--- src/rtl/usb_rx_fsm_if.sv ---
// Link between the bit-level receive front end (NRZI decoder / un-stuffer) and the
// USB receive packet FSM. The front end is the master, the FSM the slave.
interface usb_rx_fsm_if #(
  parameter int CNT_W = 11
) ();
  logic             rx_enable;
  logic             rx_bit;
  logic             rx_bit_valid;
  logic             rx_se0;
  logic             stuff_err;
  logic [7:0]       rx_data;
  logic             rx_valid;
  logic             rx_active;
  logic             rx_done;
  logic             rx_error;
  logic [1:0]       rx_err_code;
  logic [CNT_W-1:0] rx_byte_cnt;

  modport master (
    output rx_enable, rx_bit, rx_bit_valid, rx_se0, stuff_err,
    input  rx_data, rx_valid, rx_active, rx_done, rx_error, rx_err_code, rx_byte_cnt
  );

  modport slave (
    input  rx_enable, rx_bit, rx_bit_valid, rx_se0, stuff_err,
    output rx_data, rx_valid, rx_active, rx_done, rx_error, rx_err_code, rx_byte_cnt
  );
endinterface

--- src/rtl/usb_rx_fsm.sv ---
// USB receive packet FSM: hunts SYNC, assembles LSB-first bytes, detects EOP and
// reports bytes, clean completion and abort reasons. All outputs are registered.
module usb_rx_fsm #(
  parameter logic [7:0] SYNC_BYTE    = 8'h80,
  parameter int         SYNC_TIMEOUT = 32,
  parameter int         MAX_BYTES    = 1026,
  parameter int         CNT_W        = 11
) (
  input logic         clk,
  input logic         nRST,
  usb_rx_fsm_if.slave bus
);

  localparam int TO_W = $clog2(SYNC_TIMEOUT + 1);
  localparam int BC_W = (TO_W > 4) ? TO_W : 4;

  typedef enum logic [2:0] {
    RX_S_IDLE,
    RX_S_SYNC,
    RX_S_DATA,
    RX_S_EOP,
    RX_S_ERR,
    RX_S_DRAIN
  } rx_state_t;

  typedef enum logic [1:0] {
    ERR_SYNC_TO  = 2'b00,
    ERR_STUFF    = 2'b01,
    ERR_PARTIAL  = 2'b10,
    ERR_OVERFLOW = 2'b11
  } err_code_t;

  rx_state_t        state, state_nxt;
  logic [6:0]       sync_sr, sync_sr_nxt;   // upper 7 bits of the SYNC window; bit 0 falls out next shift
  logic [6:0]       data_sr, data_sr_nxt;
  logic [BC_W-1:0]  bit_cnt, bit_cnt_nxt, bit_inc;
  logic [CNT_W-1:0] byte_cnt, byte_cnt_nxt;
  logic [7:0]       rx_data_q, rx_data_nxt;
  logic [7:0]       sync_win, byte_win;
  logic [1:0]       err_code_q, err_code_nxt;
  logic             valid_q, valid_nxt;
  logic             done_q, done_nxt;
  logic             error_q, error_nxt;
  logic             active_q, active_nxt;
  logic             se0_prev;

  function automatic logic [CNT_W-1:0] sat_inc(input logic [CNT_W-1:0] c);
    return (c >= CNT_W'(MAX_BYTES)) ? c : c + 1'b1;
  endfunction

  always_ff @(posedge clk or negedge nRST) begin
    if (!nRST) state <= RX_S_IDLE;
    else       state <= state_nxt;
  end

  always_comb begin
    state_nxt    = state;
    sync_sr_nxt  = sync_sr;
    data_sr_nxt  = data_sr;
    bit_cnt_nxt  = bit_cnt;
    byte_cnt_nxt = byte_cnt;
    rx_data_nxt  = rx_data_q;
    err_code_nxt = err_code_q;
    valid_nxt    = 1'b0;
    done_nxt     = 1'b0;
    error_nxt    = 1'b0;
    sync_win     = {bus.rx_bit, sync_sr};
    byte_win     = {bus.rx_bit, data_sr};
    bit_inc      = bit_cnt + BC_W'(1);

    if (!bus.rx_enable) begin
      state_nxt = RX_S_IDLE;
    end else begin
      unique case (state)
        RX_S_IDLE: begin
          if (!bus.rx_se0 && bus.rx_bit_valid) begin
            sync_sr_nxt = sync_win[7:1];
            bit_cnt_nxt = BC_W'(1);
            state_nxt   = RX_S_SYNC;
          end
        end

        RX_S_SYNC: begin
          if (bus.rx_se0) begin
            state_nxt = RX_S_IDLE;
          end else if (bus.rx_bit_valid) begin
            sync_sr_nxt = sync_win[7:1];
            bit_cnt_nxt = bit_inc;
            // A match on the very bit that reaches the timeout still counts as SYNC.
            if (bit_inc >= BC_W'(8) && sync_win == SYNC_BYTE) begin
              state_nxt    = RX_S_DATA;
              bit_cnt_nxt  = '0;
              byte_cnt_nxt = '0;
            end else if (bit_inc >= BC_W'(SYNC_TIMEOUT)) begin
              state_nxt    = RX_S_ERR;
              error_nxt    = 1'b1;
              err_code_nxt = ERR_SYNC_TO;
            end
          end
        end

        RX_S_DATA: begin
          if (bus.stuff_err) begin
            state_nxt    = RX_S_ERR;
            error_nxt    = 1'b1;
            err_code_nxt = ERR_STUFF;
          end else if (bus.rx_se0) begin
            if (bit_cnt == '0) begin
              state_nxt = RX_S_EOP;
            end else begin
              state_nxt    = RX_S_ERR;
              error_nxt    = 1'b1;
              err_code_nxt = ERR_PARTIAL;
            end
          end else if (bus.rx_bit_valid) begin
            if (bit_cnt == BC_W'(7)) begin
              bit_cnt_nxt = '0;
              if (byte_cnt >= CNT_W'(MAX_BYTES)) begin
                state_nxt    = RX_S_ERR;
                error_nxt    = 1'b1;
                err_code_nxt = ERR_OVERFLOW;
              end else begin
                rx_data_nxt  = byte_win;
                valid_nxt    = 1'b1;
                byte_cnt_nxt = sat_inc(byte_cnt);
              end
            end else begin
              data_sr_nxt[bit_cnt[2:0]] = bus.rx_bit;
              bit_cnt_nxt               = bit_inc;
            end
          end
        end

        RX_S_EOP: begin
          if (!bus.rx_se0) begin
            done_nxt  = 1'b1;
            state_nxt = RX_S_IDLE;
          end
        end

        RX_S_ERR: begin
          state_nxt = RX_S_DRAIN;
        end

        RX_S_DRAIN: begin
          if (se0_prev && !bus.rx_se0) state_nxt = RX_S_IDLE;
        end

        default: begin
          state_nxt = RX_S_IDLE;
        end
      endcase
    end

    active_nxt = (state_nxt == RX_S_DATA) || (state_nxt == RX_S_EOP);
  end

  always_ff @(posedge clk or negedge nRST) begin
    if (!nRST) begin
      sync_sr    <= '0;
      data_sr    <= '0;
      bit_cnt    <= '0;
      byte_cnt   <= '0;
      rx_data_q  <= '0;
      err_code_q <= '0;
      valid_q    <= 1'b0;
      done_q     <= 1'b0;
      error_q    <= 1'b0;
      active_q   <= 1'b0;
      se0_prev   <= 1'b0;
    end else begin
      sync_sr    <= sync_sr_nxt;
      data_sr    <= data_sr_nxt;
      bit_cnt    <= bit_cnt_nxt;
      byte_cnt   <= byte_cnt_nxt;
      rx_data_q  <= rx_data_nxt;
      err_code_q <= err_code_nxt;
      valid_q    <= valid_nxt;
      done_q     <= done_nxt;
      error_q    <= error_nxt;
      active_q   <= active_nxt;
      se0_prev   <= bus.rx_se0;
    end
  end

  assign bus.rx_data     = rx_data_q;
  assign bus.rx_valid    = valid_q;
  assign bus.rx_active   = active_q;
  assign bus.rx_done     = done_q;
  assign bus.rx_error    = error_q;
  assign bus.rx_err_code = err_code_q;
  assign bus.rx_byte_cnt = byte_cnt;

endmodule

--- src/flat_wrapper.sv ---
// flat-port wrapper written by rule: the top's interface ports become plain ports
module usb_rx_fsm_flat 
#(
  parameter logic [7:0] SYNC_BYTE    = 8'h80,
  parameter int         SYNC_TIMEOUT = 32,
  parameter int         MAX_BYTES    = 1026,
  parameter int         CNT_W        = 11
)
  (clk, nRST, bus_rx_enable, bus_rx_bit, bus_rx_bit_valid, bus_rx_se0, bus_stuff_err, bus_rx_data, bus_rx_valid, bus_rx_active, bus_rx_done, bus_rx_error, bus_rx_err_code, bus_rx_byte_cnt);
  usb_rx_fsm_if #(.CNT_W(CNT_W)) bus_i ();
  input logic clk;
  input logic nRST;
  input wire logic [$bits(bus_i.rx_enable)-1:0] bus_rx_enable;
  input wire logic [$bits(bus_i.rx_bit)-1:0] bus_rx_bit;
  input wire logic [$bits(bus_i.rx_bit_valid)-1:0] bus_rx_bit_valid;
  input wire logic [$bits(bus_i.rx_se0)-1:0] bus_rx_se0;
  input wire logic [$bits(bus_i.stuff_err)-1:0] bus_stuff_err;
  output wire logic [$bits(bus_i.rx_data)-1:0] bus_rx_data;
  output wire logic [$bits(bus_i.rx_valid)-1:0] bus_rx_valid;
  output wire logic [$bits(bus_i.rx_active)-1:0] bus_rx_active;
  output wire logic [$bits(bus_i.rx_done)-1:0] bus_rx_done;
  output wire logic [$bits(bus_i.rx_error)-1:0] bus_rx_error;
  output wire logic [$bits(bus_i.rx_err_code)-1:0] bus_rx_err_code;
  output wire logic [$bits(bus_i.rx_byte_cnt)-1:0] bus_rx_byte_cnt;
  assign bus_i.rx_enable = bus_rx_enable;
  assign bus_i.rx_bit = bus_rx_bit;
  assign bus_i.rx_bit_valid = bus_rx_bit_valid;
  assign bus_i.rx_se0 = bus_rx_se0;
  assign bus_i.stuff_err = bus_stuff_err;
  assign bus_rx_data = bus_i.rx_data;
  assign bus_rx_valid = bus_i.rx_valid;
  assign bus_rx_active = bus_i.rx_active;
  assign bus_rx_done = bus_i.rx_done;
  assign bus_rx_error = bus_i.rx_error;
  assign bus_rx_err_code = bus_i.rx_err_code;
  assign bus_rx_byte_cnt = bus_i.rx_byte_cnt;
  usb_rx_fsm #(.SYNC_BYTE(SYNC_BYTE), .SYNC_TIMEOUT(SYNC_TIMEOUT), .MAX_BYTES(MAX_BYTES), .CNT_W(CNT_W)) u_core (.clk(clk), .nRST(nRST), .bus(bus_i));
endmodule
--- config.mk ---
export PLATFORM = sky130hd
export DESIGN_NAME = usb_rx_fsm_flat
export DESIGN_NICKNAME = d
export VERILOG_FILES = /design/src/rtl/usb_rx_fsm_if.sv /design/src/rtl/usb_rx_fsm.sv /design/src/flat_wrapper.sv
export SDC_FILE = /design/constraint.sdc
export NUM_CORES = 1
export LEC_CHECK = 0
export ABC_CLOCK_PERIOD_IN_PS = 3150
export CAP_MARGIN = 15
export CORE_UTILIZATION = 50
export CTS_CLUSTER_DIAMETER = 50
export DETAILED_ROUTE_END_ITERATION = 7
export PLACE_DENSITY = 0.73
export SYNTH_ARGS = -nofsm -noshare
export SYNTH_HDL_FRONTEND = slang
export SYNTH_SLANG_ARGS = --single-unit
--- constraint.sdc ---
create_clock -name clk -period 3.15 [get_ports clk]
set_clock_uncertainty 0.15 [all_clocks]
set_input_delay 0.63 -clock clk [delete_from_list [all_inputs] [get_ports clk]]
set_output_delay 0.63 -clock clk [all_outputs]
set_load 0.02 [all_outputs]
==> metrics.md <==
| Metric | Value |
|---|---|
| EDFF count, synth | 0 |
| Initial Utilization | 52.5% |
| Warnings from Yosys | 0 |
| Lkg Pwr | 1.42 nW |
| Max-Slew Margin vs Limit | 31.4% |
| Max Slew Vio Count | 0 |
| Chip height | 75.5 µm |
| Post-detail-place hpwl | 4220 µm |
| Buffers added on ports | 31 |
| Clock tree buffer depth | 2 |
| # rows | 26 |
| WL/cell | 16.1 µm |
| Synth area leader | dfrtp_1 |
| #FFs+latches synth | 49 |
| Syn_area_per_cell | 10.5 µm² |
| Antenna cells | 0 |
| Setup TNS | 0 ps |
| Crit path launch type | flip-flop |
| Initial DRC Count | 197 |
| Final Util | 62.9% |
| Initial antenna violation count | 0 |
| Mapped cell area | 0.00270 mm² |
| Gr ovfl total | 0 |
| Worst-Margin Slew | 1020 ps |
| Post-Syn Nets | 269 |
| Hold slack | 149 ps |
| Fillers | 454 |
| Cts bufs inserted | 5 |
| WL final | 5890 µm |
| Share of layout cells above drive strength 1 | 18.9% |
| Netlist cell types | 58 |
| Endpoint type of the worst setup path | flip-flop |
| Clock Latency Late Sink | 310 ps |
| Synth Flop Type | dfrtp_1 |
| Max-cap violations | 0 |
| Setup Fix Bufs, Post-CTS | 0 |
| TritonCTS clock tree | done |
| Setup-failing EPs final | 0 |
| DRC | 0 |
| First-pass GRT wire length | 9890 µm |
| I/O Pins | 32 |
| Setup WS post-layout | 410 ps |
| Status | complete, no violations |
| Setup WS pre-CTS | 336 ps |
| Setup CP Type | reg2reg |
| Min cycle time layout | 2740 ps |
| Die X | 75.5 µm |
| Sink Count | 49 |
| Vias per inst | 6.01 |
| Number of global-route vias before repair | 2038 |
| Antenna viol nets, final | 0 |
| Arrival time worst endpoint | 2790 ps |
| Commonest non-fill, non-tap cell in the layout | dfrtp_1 |
| Min-Delay Path Class | in2async |
| DRT Pass-1 Iters | 4 |
| Hold-fix buffers, CTS | 0 |
| RSZ-0062 raised after global routing | no |
| Critical path required time | 3210 ps |
| CTS resizes | 0 |
| Die area | 0.00570 mm² |
| Area growth syn-to-layout | 19.8% |
| Root Driver | clkbuf_8 |
| Gpl congestion | 0.852 |
| Clk slew on worst S/H paths | 100 ps |
| Final Net Count | 307 |
| Largest net degree at the start of global routing | 26 |
| Critical path peak fanout | 15 |
| Hold Fails Final Rpt | 0 |
| Worst VDD drop | 0.337 mV |
| P per Cell Area | 413 mW/mm² |
| Area contributors post-synth | dfrtp_1 (45%), mux2_2 (7.9%), o21ai_0 (3.0%), o41ai_1 (2.6%), o31ai_1 (2.2%) |
| H-tree depth | 2 |
| Fin crit share | 87.0% |
| Synth top area share | 45.4% |
| Core area | 0.00514 mm² |
| Total Routing Usage GR | 23.3% |
| Syn Inst Count | 258 |
| Pwr Total | 1.34 mW |
| Async SR Flop Fraction | 100% |
| Post-synthesis sequential area ratio | 45.4% |
| Most frequent cells in the layout | dfrtp_1 (49), clkdlybuf4s50_1 (30), mux2_2 (19) |
| Via count | 2207 |
| Max Freq | 365 MHz |
-- worst max-delay path, stage by stage (launching register included) --
cell and delay (ps):
dfrtp_1 500, ha_1 230, or4_4 500, o41ai_4 500, and2_4 270, nand2_4 140, mux2_4 330
-- state kept, by name, indices dropped and copies added (netlist names), 2 cells and up --
register	cells
u_core.bit_cnt	6
u_core.sync_sr	7
u_core.state	3
u_core.bus.rx_byte_cnt	11
u_core.bus.rx_err_code	2
u_core.bus.rx_data	8
u_core.data_sr	7
-- final cells by class --
class | count | area, µm² | area share, %
Multi-Input combinational cell | 183 | 1370 | 42.3
Sequential cell | 49 | 1230 | 37.9
Timing Repair Buffer | 44 | 403 | 12.5
Tap cell | 70 | 87.6 | 2.71
Clock buffer | 6 | 82.6 | 2.55
Inverter | 13 | 48.8 | 1.51
Clock inverter | 2 | 17.5 | 0.542
-- layer usage --
layer,global-route usage (%),up-vias,wire (µm)
met4,6.79,0,77
met5,0,-,0
li1,-,1057,-
met3,3.97,8,266
met2,36.3,65,2690
met1,33.6,1077,2860
-- synthesized netlist by cell type, types with 4 or more instances --
cell	number
a31oi_1	6
clkbuf_1	11
dfrtp_1	49
ha_1	4
inv_1	13
mux2_2	19
nand2_1	15
nand3_1	11
nor2_1	8
nor2b_1	5
nor3_1	8
nor3b_1	4
nor4_1	4
o211ai_1	4
o21ai_0	16
o31ai_1	8
o41ai_1	8
or3_1	4
-- per-stage QoR --
stage | cells | area (µm²)
floorplan | 258 | 2700
global placement | 359 | 3130
detailed placement | 359 | 3130
CTS | 367 | 3230
global route | 367 | 3230
finish | 367 | 3230
-- where the power goes --
group	internal, mW	total, mW	switching [mW]
Combinational	0.0925	0.201	0.109
Clock	0.183	0.410	0.227
Sequential	0.681	0.726	0.0441
Total	0.957	1.34	0.380
-- final timing paths --
check | start | to | slack [ps] | cells past startpoint
worst min-delay path | nRST | u_core.bus.rx_err_code[0] | 150 | 1
worst max register to register | u_core.bus.rx_byte_cnt[1] | u_core.bus.rx_data[4] | 410 | 6
worst min register to register | u_core.data_sr[2] | u_core.bus.rx_data[2] | 360 | 1
min in group clk | u_core.data_sr[2] | u_core.bus.rx_data[2] | 360 | 1
max in group asynchronous | nRST | u_core.bus.rx_byte_cnt[3] | 1970 | 2
worst max-delay path | u_core.bus.rx_byte_cnt[1] | u_core.bus.rx_data[4] | 410 | 6
-- cell families after synthesis --
group / Yosys count / share of synthesized area (%)
AOI/OAI and AO/OA: 67 / 18.8
xor gates and xnor gates: 2 / 0.649
adders and majority gates: 4 / 1.85
buffers and inverters: 26 / 3.89
DFF: 49 / 45.4
muxes: 22 / 9.60
and+or+nand+nor: 88 / 19.8
Power figures use the tool's default switching activity.
==> edit, RTL diff (same settings) <==
Take the reset off `sync_sr`, `data_sr` and `rx_data_q` and load them in a clocked block of their own.
--- a/src/rtl/usb_rx_fsm.sv
+++ b/src/rtl/usb_rx_fsm.sv
@@ -157,11 +157,8 @@
 
   always_ff @(posedge clk or negedge nRST) begin
     if (!nRST) begin
-      sync_sr    <= '0;
-      data_sr    <= '0;
       bit_cnt    <= '0;
       byte_cnt   <= '0;
-      rx_data_q  <= '0;
       err_code_q <= '0;
       valid_q    <= 1'b0;
       done_q     <= 1'b0;
@@ -169,11 +166,8 @@
       active_q   <= 1'b0;
       se0_prev   <= 1'b0;
     end else begin
-      sync_sr    <= sync_sr_nxt;
-      data_sr    <= data_sr_nxt;
       bit_cnt    <= bit_cnt_nxt;
       byte_cnt   <= byte_cnt_nxt;
-      rx_data_q  <= rx_data_nxt;
       err_code_q <= err_code_nxt;
       valid_q    <= valid_nxt;
       done_q     <= done_nxt;
@@ -181,6 +175,12 @@
       active_q   <= active_nxt;
       se0_prev   <= bus.rx_se0;
     end
+  end
+
+  always_ff @(posedge clk) begin
+    sync_sr   <= sync_sr_nxt;
+    data_sr   <= data_sr_nxt;
+    rx_data_q <= rx_data_nxt;
   end
 
   assign bus.rx_data     = rx_data_q;
Behaviour: no difference found for any inputs over 10 cycles, from zero or initial values and one cycle with nRST low; that may be too few to reach the edited logic, so the function may still have changed.
==> edit against the original RTL <==
Critical endpoint is now u_core.bus.rx_byte_cnt[3]; the run now ends with DRC left; sequential cell count unchanged; synthesized area decreased by 12%; maximum frequency rose by 2.6%; worst setup slack improved by 0.068 ns; first-iteration DRC count is 36% lower; final area shrank 13%; routed wire length is 24% lower; critical path depth grew 2; count of clock-buffer cells in the layout shrank 1.
Power is not compared: it rests on default switching activity, and its combinational part moved more than twofold at a synthesized area within 25%.
==> edit: results (changes against the original RTL) <==
* FF-to-FF Start: u_core.bit_cnt[0]
* Pre-antenna DRT Iters at 6 (+2)
* Slowest-stage cell, CP: o211ai_2
* Placed wire-length estimate at 3260 um (-23%)
* Clock transition at path regs at 0.09 ns
* RR Endpoint: u_core.bus.rx_byte_cnt[3]
* Clock network area share at 3.24% (+0.14 points)
* Sequential share of cell area at 47.3% (+9.4 points)
* Hold Path Class: reg -> reg
* Routability Congestion at 0.951 (+12%)
* Non-Filler Instances at 312 (-15%)
* Drt first-iter violations at 126 (-36%)
* DRT Wirelength at 4490 um (-24%)
* Final nets at 270 (-12%)
* Dpl cells at 304 (-15%)
* First-pass GRT wire length at 7530 um (-24%)
* Reg2Reg Depth at 8 (+2)
* Top cells by count, synth: dfrtp_1 (27), nor2_1 (23), edfxtp_1 (22)
* Mean Syn Cell Area at 10.7 sq um (+1.8%)
* Vias/cell at 5.72 (-4.9%)
* Setup WS pre-CTS at 0.251 ns (-0.0852 ns)
* Mapped Nets at 233 (-13%)
* # resized after CTS at 0 (unchanged)
* Async SR Flop Fraction at 55.1% (-45 points)
* R2R Setup Slk at 0.48 ns (+0.07 ns)
* Post-CTS Setup Inserts at 0 (unchanged)
* #MultiIn Comb at 155 (-15%)
* Top cells by area, synth: dfrtp_1 (29%), edfxtp_1 (28%), nor2_1 (3.7%)
* Non-clk bufs at 39 (-11%)
* Layout cell share with drive strength beyond 1 at 9.23% (-9.6 points)
* Largest net degree at the start of global routing at 28 (+7.7%)
* Critical path's largest stage delay at 0.49 ns
* Worst hold slack at 0.276 ns (+0.127 ns)
* Non-clk buf share at 13.1% (+0.66 points)
* FF+latch count, synth at 49 (unchanged)
* EDFF count, synth at 22 (+22)
* Ant. Diodes at 0 (unchanged)
* DRC viols at 6 (+6)
* Worst slew margin at 62.4% (+31 points)
* Placed Area at 2730 sq um (-13%)
* Net Sw Power at 261 uW
* Status: finished with violations
* Number of global-route vias before repair at 1631 (-20%)
* Violated checks: DRC
* Final instance area at 2820 sq um (-13%)
* Crit Path Max Fanout at 17 (+2)
edit: cell families after synthesis:
| group | after synthesis | share of synthesized area, % |
|---|---|---|
| mux | 3 | 1.43 |
| compound gates | 46 | 12.6 |
| fa+ha+maj | 4 | 2.12 |
| simple gates | 100 | 22.2 |
| flops | 49 | 56.5 |
| buf+inv | 18 | 4.34 |
| xor+xnor | 2 | 0.741 |
edit: routing by layer:
layer  global-route usage (%)  wire [um]  up-vias
met1                     26.7       2090      853
li1                         -          -      884
met4                     7.11         68        0
met3                     4.56        189        8
met2                     30.4       2140       39
met5                        0          0        -
edit: worst max path at each step:
stage / start / endpoint / slack [ns] / cells after the start
2_1_floorplan: u_core.state[2] / u_core.bus.rx_data[0] / 0.81 / 5
3_3_place_gp: bus_rx_enable / u_core.bus.rx_byte_cnt[8] / 0.32 / 7
3_5_place_dp: bus_rx_enable / u_core.bus.rx_byte_cnt[8] / 0.25 / 7
4_1_cts: u_core.bit_cnt[0] / u_core.bus.rx_byte_cnt[3] / 0.48 / 8
5_1_grt: u_core.bit_cnt[2] / u_core.bus.rx_byte_cnt[3] / 0.27 / 7
6_report: u_core.bit_cnt[0] / u_core.bus.rx_byte_cnt[3] / 0.48 / 8
edit: power groups by stage:
stage          logic, mW  clock network, mW  registers (mW)
5_1_grt           0.0827              0.398           0.687
4_1_cts           0.0744              0.372           0.685
2_1_floorplan     0.0356                  0           0.699
3_3_place_gp      0.0733                  0           0.698
6_report          0.0734              0.366           0.685
3_5_place_dp      0.0741                  0           0.699
edit: worst max-delay path, delay by kind of cell (launching register included):
| family | cells | cell delay (ns) |
|---|---|---|
| fa+ha+maj | 1 | 0.31 |
| flops | 1 | 0.44 |
| buf+inv | 1 | 0.23 |
| xor+xnor | 1 | 0.18 |
| compound gates | 5 | 1.28 |
